--- config.mk ---
export PLATFORM = sky130hd
export DESIGN_NAME = byte_serial_addsub
export DESIGN_NICKNAME = d
export VERILOG_FILES = /design/src/rtl/byte_serial_addsub.sv
export SDC_FILE = /design/constraint.sdc
export NUM_CORES = 1
export LEC_CHECK = 0
export CORE_ASPECT_RATIO = 1.4
export CORE_MARGIN = 5
export CORE_UTILIZATION = 45
export CTS_CLUSTER_DIAMETER = 80
export DETAILED_ROUTE_END_ITERATION = 6
export HOLD_SLACK_MARGIN = 0.1
export PLACE_DENSITY = 0.8
export SYNTH_ARGS = -nofsm -noshare
export SYNTH_HDL_FRONTEND = slang
export SYNTH_SLANG_ARGS = --single-unit
--- constraint.sdc ---
create_clock -name i_clk -period 5.6 [get_ports i_clk]
set_clock_uncertainty 0.15 [all_clocks]
set_input_delay 0.56 -clock i_clk [delete_from_list [all_inputs] [get_ports i_clk]]
set_output_delay 0.56 -clock i_clk [all_outputs]
set_load 0.01 [all_outputs]
--- src/rtl/byte_serial_addsub.sv ---
// byte_serial_addsub
//   Multi-cycle WIDTH-bit adder/subtractor for an area-reduced RV32I execute
//   stage. A single 8-bit slice computes A + (B ^ {8{sub}}) + cin one byte per
//   cycle, LSB first, with the slice carry chained through a register. When
//   the last byte is done, the full result and the branch/compare flags are
//   published and held until the next operation completes.
//
// Ports
//   i_clk       clock, rising edge
//   i_rst_n     synchronous active-low reset
//   i_valid     operand request valid        o_ready   unit accepts a request
//   i_a, i_b    operands (WIDTH bits)        i_sub     0: A+B, 1: A-B
//   o_valid     result/flags valid           i_ready   consumer takes result
//   o_result    sum/difference mod 2^WIDTH
//   o_carry     carry out of MSB (subtract: 1 = no borrow)
//   o_overflow  signed overflow
//   o_zero      result == 0
//   o_negative  result MSB
//   o_lt        signed A<B   (negative ^ overflow), for subtract
//   o_ltu       unsigned A<B (~carry), for subtract
module byte_serial_addsub #(
  parameter  int WIDTH     = 32,
  localparam int NUM_BYTES = WIDTH / 8
) (
  input  logic             i_clk,
  input  logic             i_rst_n,
  input  logic             i_valid,
  output logic             o_ready,
  input  logic [WIDTH-1:0] i_a,
  input  logic [WIDTH-1:0] i_b,
  input  logic             i_sub,
  output logic             o_valid,
  input  logic             i_ready,
  output logic [WIDTH-1:0] o_result,
  output logic             o_carry,
  output logic             o_overflow,
  output logic             o_zero,
  output logic             o_negative,
  output logic             o_lt,
  output logic             o_ltu
);

  localparam int IDX_W = (NUM_BYTES > 1) ? $clog2(NUM_BYTES) : 1;
  localparam logic [IDX_W-1:0] LAST_IDX = IDX_W'(NUM_BYTES - 1);

  typedef enum logic [1:0] {
    IDLE = 2'd0,
    RUN  = 2'd1,
    DONE = 2'd2
  } state_t;

  // One pass through the 8-bit slice: {carry_out, sum[7:0]}.
  function automatic logic [8:0] slice_add(input logic [7:0] a,
                                           input logic [7:0] b_eff,
                                           input logic       cin);
    return {1'b0, a} + {1'b0, b_eff} + {8'd0, cin};
  endfunction

  // Two's-complement overflow from the MSB byte: operands share a sign and
  // the sum sign differs from it.
  function automatic logic signed_ovf(input logic a_msb,
                                      input logic b_eff_msb,
                                      input logic sum_msb);
    return (a_msb == b_eff_msb) && (sum_msb != a_msb);
  endfunction

  // Control / published-result state (reset)
  state_t           state_q,  state_d;
  logic [IDX_W-1:0] idx_q,    idx_d;
  logic             cin_q,    cin_d;
  logic [WIDTH-1:0] res_q,    res_d;
  logic             carry_q,  carry_d;
  logic             ovf_q,    ovf_d;
  logic             zero_q,   zero_d;
  logic             neg_q,    neg_d;
  logic             lt_q,     lt_d;
  logic             ltu_q,    ltu_d;

  // Operand and working datapath state (not reset: every bit is written
  // before it can reach an output)
  logic [WIDTH-1:0] a_q,   a_d;
  logic [WIDTH-1:0] b_q,   b_d;
  logic             sub_q, sub_d;
  logic [WIDTH-1:0] acc_q, acc_d;

  // Current slice operands and result
  logic [7:0] a_byte;
  logic [7:0] b_eff_byte;
  logic [8:0] slice;

  always_comb begin
    a_byte     = a_q[int'(idx_q) * 8 +: 8];
    b_eff_byte = b_q[int'(idx_q) * 8 +: 8] ^ {8{sub_q}};
    slice      = slice_add(a_byte, b_eff_byte, cin_q);
  end

  always_comb begin
    state_d = state_q;
    idx_d   = idx_q;
    cin_d   = cin_q;
    res_d   = res_q;
    carry_d = carry_q;
    ovf_d   = ovf_q;
    zero_d  = zero_q;
    neg_d   = neg_q;
    lt_d    = lt_q;
    ltu_d   = ltu_q;
    a_d     = a_q;
    b_d     = b_q;
    sub_d   = sub_q;
    acc_d   = acc_q;

    case (state_q)
      IDLE: begin
        if (i_valid) begin
          a_d     = i_a;
          b_d     = i_b;
          sub_d   = i_sub;
          idx_d   = '0;
          // Subtraction is A + ~B + 1: the +1 enters as the first carry-in.
          cin_d   = i_sub;
          state_d = RUN;
        end
      end

      RUN: begin
        acc_d[int'(idx_q) * 8 +: 8] = slice[7:0];
        cin_d = slice[8];
        if (idx_q == LAST_IDX) begin
          idx_d   = '0;
          state_d = DONE;
          // Publish result and flags only on completion so the outputs keep
          // the previous operation's values while this one is in flight.
          res_d   = acc_d;
          carry_d = slice[8];
          ovf_d   = signed_ovf(a_byte[7], b_eff_byte[7], slice[7]);
          zero_d  = (acc_d == '0);
          neg_d   = slice[7];
          lt_d    = slice[7] ^ signed_ovf(a_byte[7], b_eff_byte[7], slice[7]);
          ltu_d   = ~slice[8];
        end else begin
          idx_d = idx_q + IDX_W'(1);
        end
      end

      DONE: begin
        if (i_ready) begin
          state_d = IDLE;
        end
      end

      default: begin
        state_d = IDLE;
      end
    endcase
  end

  always_ff @(posedge i_clk) begin
    if (!i_rst_n) begin
      state_q <= IDLE;
      idx_q   <= '0;
      cin_q   <= 1'b0;
      res_q   <= '0;
      carry_q <= 1'b0;
      ovf_q   <= 1'b0;
      zero_q  <= 1'b0;
      neg_q   <= 1'b0;
      lt_q    <= 1'b0;
      ltu_q   <= 1'b0;
    end else begin
      state_q <= state_d;
      idx_q   <= idx_d;
      cin_q   <= cin_d;
      res_q   <= res_d;
      carry_q <= carry_d;
      ovf_q   <= ovf_d;
      zero_q  <= zero_d;
      neg_q   <= neg_d;
      lt_q    <= lt_d;
      ltu_q   <= ltu_d;
    end
  end

  always_ff @(posedge i_clk) begin
    a_q   <= a_d;
    b_q   <= b_d;
    sub_q <= sub_d;
    acc_q <= acc_d;
  end

  assign o_ready    = (state_q == IDLE);
  assign o_valid    = (state_q == DONE);
  assign o_result   = res_q;
  assign o_carry    = carry_q;
  assign o_overflow = ovf_q;
  assign o_zero     = zero_q;
  assign o_negative = neg_q;
  assign o_lt       = lt_q;
  assign o_ltu      = ltu_q;

endmodule

# --- After elaboration in Yosys (flattened, before gate mapping) ---
# Index checks and enable logic that the tools add are counted.
totals:
  regBits: 140
  mem_count: 0
  ram_bits: 0
  latch_bits: 0
  input_bits: 69
  romBits: 0
  output_inout_bits: 40
  wordCells: 51
classes:
  muxes: 10
  n_lt_le_gt_ge: 0
  multipliers: 0
  n_eq_ne: 8
  div: 0
  shifts: 4
  bitwise: 3
  reduce_logical: 8
  add_sub_neg: 4
ops:
  columns: ["cell", "count"]
  rows:
  - ["32-bit by 6-bit indexed part select with 8-bit output", 2]
  - ["5-bit negation with 33-bit output", 1]
  - ["8-bit by 33-bit variable shift with 32-bit output (first input constant)", 1]
  - ["8-bit by 33-bit indexed part select with 32-bit output", 1]
  - ["32-bit bitwise mux", 1]
  - ["32-bit zero test", 1]
  - ["2-bit 2-to-1 mux", 5]
  - ["8-bit by 8-bit adder with 9-bit output", 1]
  - ["9-bit by 1-bit adder with 9-bit output", 1]
  - ["8-bit bitwise XOR", 1]
  - ["2-bit one-hot mux with 3 select lines", 1]
  - ["2-bit AND reduction", 3]
  - ["2-bit equality test (second input constant)", 2]
  - ["2-bit != test (second input constant)", 2]
  - ["2-bit one-hot mux with 2 select lines", 1]
  - ["3-bit AND reduction", 1]
  - ["2-bit by 1-bit adder with 2-bit output (second input constant)", 1]
  - ["2-bit by 1-bit equality test with 1-bit output (second input constant)", 1]
  - ["2-bit zero test", 1]
  - ["2-bit by 1-bit != test with 1-bit output (second input constant)", 1]
  - ["1-bit one-hot mux with 2 select lines", 1]
  - ["2-bit nonzero test", 1]
  - ["1-bit equality test", 1]
  - ["1-bit logical AND", 1]
  - ["4 further kinds", 4]

# --- Depth between registers and ports, before layout ---
logic_depth:
  word_depth: 7
  mapped_depth: 14
  mapped_depth_nobuf: 12

# --- Worst setup path after synthesis ---
# No wires, ideal clock.
synth_path:
  path_type: "flip-flop to flip-flop"
  from: "register idx_q[0]"
  to: "register zero_q (netlist: o_zero)"
  setup_slack_ns: 1.508
  path_buffers: 2
  t_arrival_ns: 3.873
  synth_period_minus_slack_ns: 4.092
  path_stages_with_launch: 15
  cell_sequence: "dfxtp_1 > buf_2 > buf_2 > mux4_2 > xnor2_1 > fa_1 > inv_1 > fa_1 > a211o_1 > a31oi_4 > xnor2_1 > a22oi_2 > inv_1 > or4_1 > o21ai_1"
synth_between:
  elab_chain_len: 7
  elab_cells_between_ends: 12
  classes_between: "add/sub (3); eq/ne (1); shift (4); mux (1); bitwise (1); reduce/logical (2)"
synth_lines:
  columns: ["item", "line", "text"]
  rows:
  - ["start, declared", "69", "logic [IDX_W-1:0] idx_q, idx_d;"]
  - ["start signal, assigned", "172", "idx_q <= idx_d;"]
  - ["32-bit by 6-bit indexed part select with 8-bit output", "93", "b_eff_byte = b_q[int'(idx_q) * 8 +: 8] ^ {8{sub_q}};"]
  - ["8-bit bitwise XOR", "93", null]
  - ["8-bit by 8-bit adder with 9-bit output", "56", "return {1'b0, a} + {1'b0, b_eff} + {8'd0, cin};"]
  - ["9-bit by 1-bit adder with 9-bit output", "56", null]
  - ["8-bit by 33-bit indexed part select with 32-bit output", "127", "acc_d[int'(idx_q) * 8 +: 8] = slice[7:0];"]
  - ["32-bit bitwise mux", "127", null]
  - ["32-bit zero test", "137", "zero_d = (acc_d == '0);"]
  - ["end signal, assigned", "177", "zero_q <= zero_d;"]
  - ["end, declared", "74", "logic zero_q, zero_d;"]
# Several ways; a longest one is shown, not always the timed one.
# A chain may end at the register's enable or synchronous reset.

# --- Worst setup path in the final report ---
# Ends and elaborated chain as after synthesis.

==> flow_summary.ini <==
[run_status]
outcome = finished, final reports clean

[sta]
drv_slew = 0
tightestPinTransition_ns = 1.15
rsz0062_at_grt = false
slew-limit-headroom_pct = 23.3
min_period_ns = 4.38
hold_viol = 0
setup_tns_ns = 0
setup_violations = 0
fmax_ghz = 0.228
setup_ws_ns = 1.22
period_share_pct = 78.2

[floorplan]
die_h_microns = 146
io_pins = 109
fp-row-count = 49
coreArea_sq_um = 12900
dieWidth_microns = 107
die_area_sq_um = 15600
initial_core_util_pct = 45.9

[clocking]
post_cts_buffers = 0
cts.sinks = 140
htree_levels = 4
insertion_delay_ns = 0.41
ctsHoldBuffers = 0
cts_buffers = 17
ctsLongestPathBuffers = 2
root_buffer = clkbuf_16
cts_resized = 0
cts_tree = yes
clk_pin_slew_ns = 0.06

[grt]
grtUsageTotal_pct = 18.2
antenna_found_initial = 0
grt_max_degree = 65
grt_pass1_vias = 4335
overflow = 0
grt_pass1_wl_microns = 21800

[power_and_ir_drop]
pwr_density_cell_nw_per_um2 = 361
ir_drop_mv = 0.273
power_w = 0.00281
power.leakage_nw = 2.82

[yosys]
yosys.cell_count.top_type = edfxtp_1
synth_area_leaders = edfxtp_1 49%, dfxtp_1 15%, mux4_2 6.1%
syn_area_per_cell_sq_um = 13.1
synthFlopType = edfxtp_1
yosys-top-cells-count = 97 x edfxtp_1, 60 x nor2_1, 43 x dfxtp_1
ys_seq_area_share_pct = 63.8
yosysTopAreaCell = edfxtp_1
synthArstFlopShare_pct = 0
synth_warnings = 0
ys_types = 57
synth.ff_latch_count = 140
yosysTopAreaCellShare_pct = 49.2
synth_area_sq_um = 5920
syn_nets = 535
synth_edf_count = 97
netlist_instances = 451

[drt]
ant_nets = 0
drt-pass1-iter-count = 5
vias = 4065
viasPerCell = 5.60
drt_iter0_markers = 240
routedWlPerCell_microns = 18.9
drcViolationCount = 0
drt_wl_total_microns = 13700

[run]
cap_violations = 0

[setup_path]
reg2reg_depth = 11
crit_path_start = idx_q[0]
endpoint = o_zero
arrival_ns = 4.57
rrSetupSlack_ns = 1.22
timing.rr.start = idx_q[0]
cp_max_fo = 17
critPathRequiredTime_ns = 5.80
critPathKind = flop to flop
cp-end-kind = flop
start_kind = flop
timing.rr.end = o_zero

[hold_path]
hold_class = flop to flop

[layout]
drive_above_1_share_pct = 10.8
antenna_cells = 0
nFillCells = 999
fin_nets = 644
layout.cells.non_filler = 726
area_growth_pct = 31.3

[place]
gp_routability_congestion = 0.944
dp_hpwl_microns = 10000
dp.cells = 694
dp_slack_ns = 1.29
io_buffers = 108
[critical path: stages, from the launching register on]
cell	delay, ns
dfxtp_1	0.75
buf_4	0.39
mux4_2	0.54
xor2_1	0.24
ha_1	0.28
nor2b_1	0.15
o311ai_2	0.28
a21oi_2	0.10
xnor2_1	0.52
o22ai_1	0.25
or4_1	0.51
o21ai_1	0.14
[area by class of cell]
class,instances,area [sq um],share of cell area (%)
Inverter,28,105,1.35
Sequential cell,140,3770,48.6
Timing Repair Buffer,113,1120,14.4
Clock buffer,18,429,5.53
Clock inverter,14,200,2.58
Multi-Input combinational cell,260,1950,25.1
Tap cell,153,191,2.47
[registers in the layout, indices dropped and copies added, names as in the netlist, 2 cells and up]
signal,flops
o_result,32
state_q,2
idx_q,2
a_q,32
b_q,32
acc_q,32
[where the power goes]
group	internal (W)	total (W)	switching (W)
registers	0.00118	0.00120	0.0000223
clock network	0.000783	0.00119	0.000411
logic	0.000170	0.000410	0.000239
[worst min path at each step]
stage	from	to	slack [ns]	cells after the start
3_3_place_gp	o_ltu	o_ltu	0.30	2
2_1_floorplan	o_ltu	o_ltu	0.33	2
3_5_place_dp	o_result[22]	o_result[22]	0.30	2
6_report	o_result[22]	o_result[22]	0.31	2
4_1_cts	o_result[22]	o_result[22]	0.31	2
5_1_grt	o_result[30]	o_result[30]	0.34	2
[cell families after synthesis]
kind of cell,synth area share (%)
AOI/OAI and AO/OA,9.77
and+or+nand+nor,11.2
muxes,6.26
xor gates and xnor gates,2.22
DFF,63.8
buffers and inverters,3.32
adders and majority gates,3.43
[placed cells by master (no fill, tap or decap), types with 2 or more instances in the layout]
| cell type | instances |
|---|---|
| clkbuf_16 | 17 |
| ha_1 | 13 |
| clkinv_1 | 4 |
| fa_1 | 2 |
| nor2_1 | 60 |
| buf_4 | 5 |
| clkdlybuf4s50_1 | 108 |
| o2111ai_1 | 2 |
| a21oi_1 | 12 |
| bufinv_16 | 5 |
| a31oi_1 | 2 |
| nand4bb_1 | 2 |
| a211oi_1 | 9 |
| xnor2_1 | 5 |
| o22ai_1 | 9 |
| nand2_1 | 11 |
| nand3_1 | 3 |
| a31o_2 | 2 |
| a22oi_1 | 3 |
| clkinvlp_4 | 2 |
| mux4_2 | 16 |
| nor4_1 | 3 |
| inv_1 | 27 |
| and2_1 | 2 |
| o2bb2ai_1 | 7 |
| nand2b_1 | 6 |
| edfxtp_1 | 97 |
| xor2_1 | 10 |
| o21a_1 | 2 |
| dfxtp_1 | 43 |
| nor2b_1 | 12 |
| o21ai_1 | 3 |
| o21ai_0 | 7 |
| and3_1 | 2 |
| or2_2 | 4 |
| nor3_1 | 22 |
| clkinv_2 | 3 |
| a41o_1 | 2 |
| o211a_1 | 4 |
| a2bb2oi_1 | 2 |
[metal layers]
layer | part of all wire, % | track usage (%) | up-vias | wire [microns]
met5 | 0 | 0 | - | 0
met4 | 3.7 | 8.89 | 0 | 513
met3 | 6.5 | 5.19 | 42 | 892
met2 | 55 | 33.4 | 186 | 7530
met1 | 35 | 18.4 | 1953 | 4790
li1 | - | - | 1884 | -
[metrics by stage]
stage / area (sq um) / hold WS [ns] / utilization (%)
floorplan: 5920 / 0.331 / -
global route: 7760 / 0.339 / 60.3
CTS: 7760 / 0.314 / 60.3
finish: 7760 / 0.309 / 60.3
global placement: 7140 / 0.298 / 55.4
detailed placement: 7140 / 0.304 / 55.4
No activity file was read; power rests on OpenSTA's default activity.
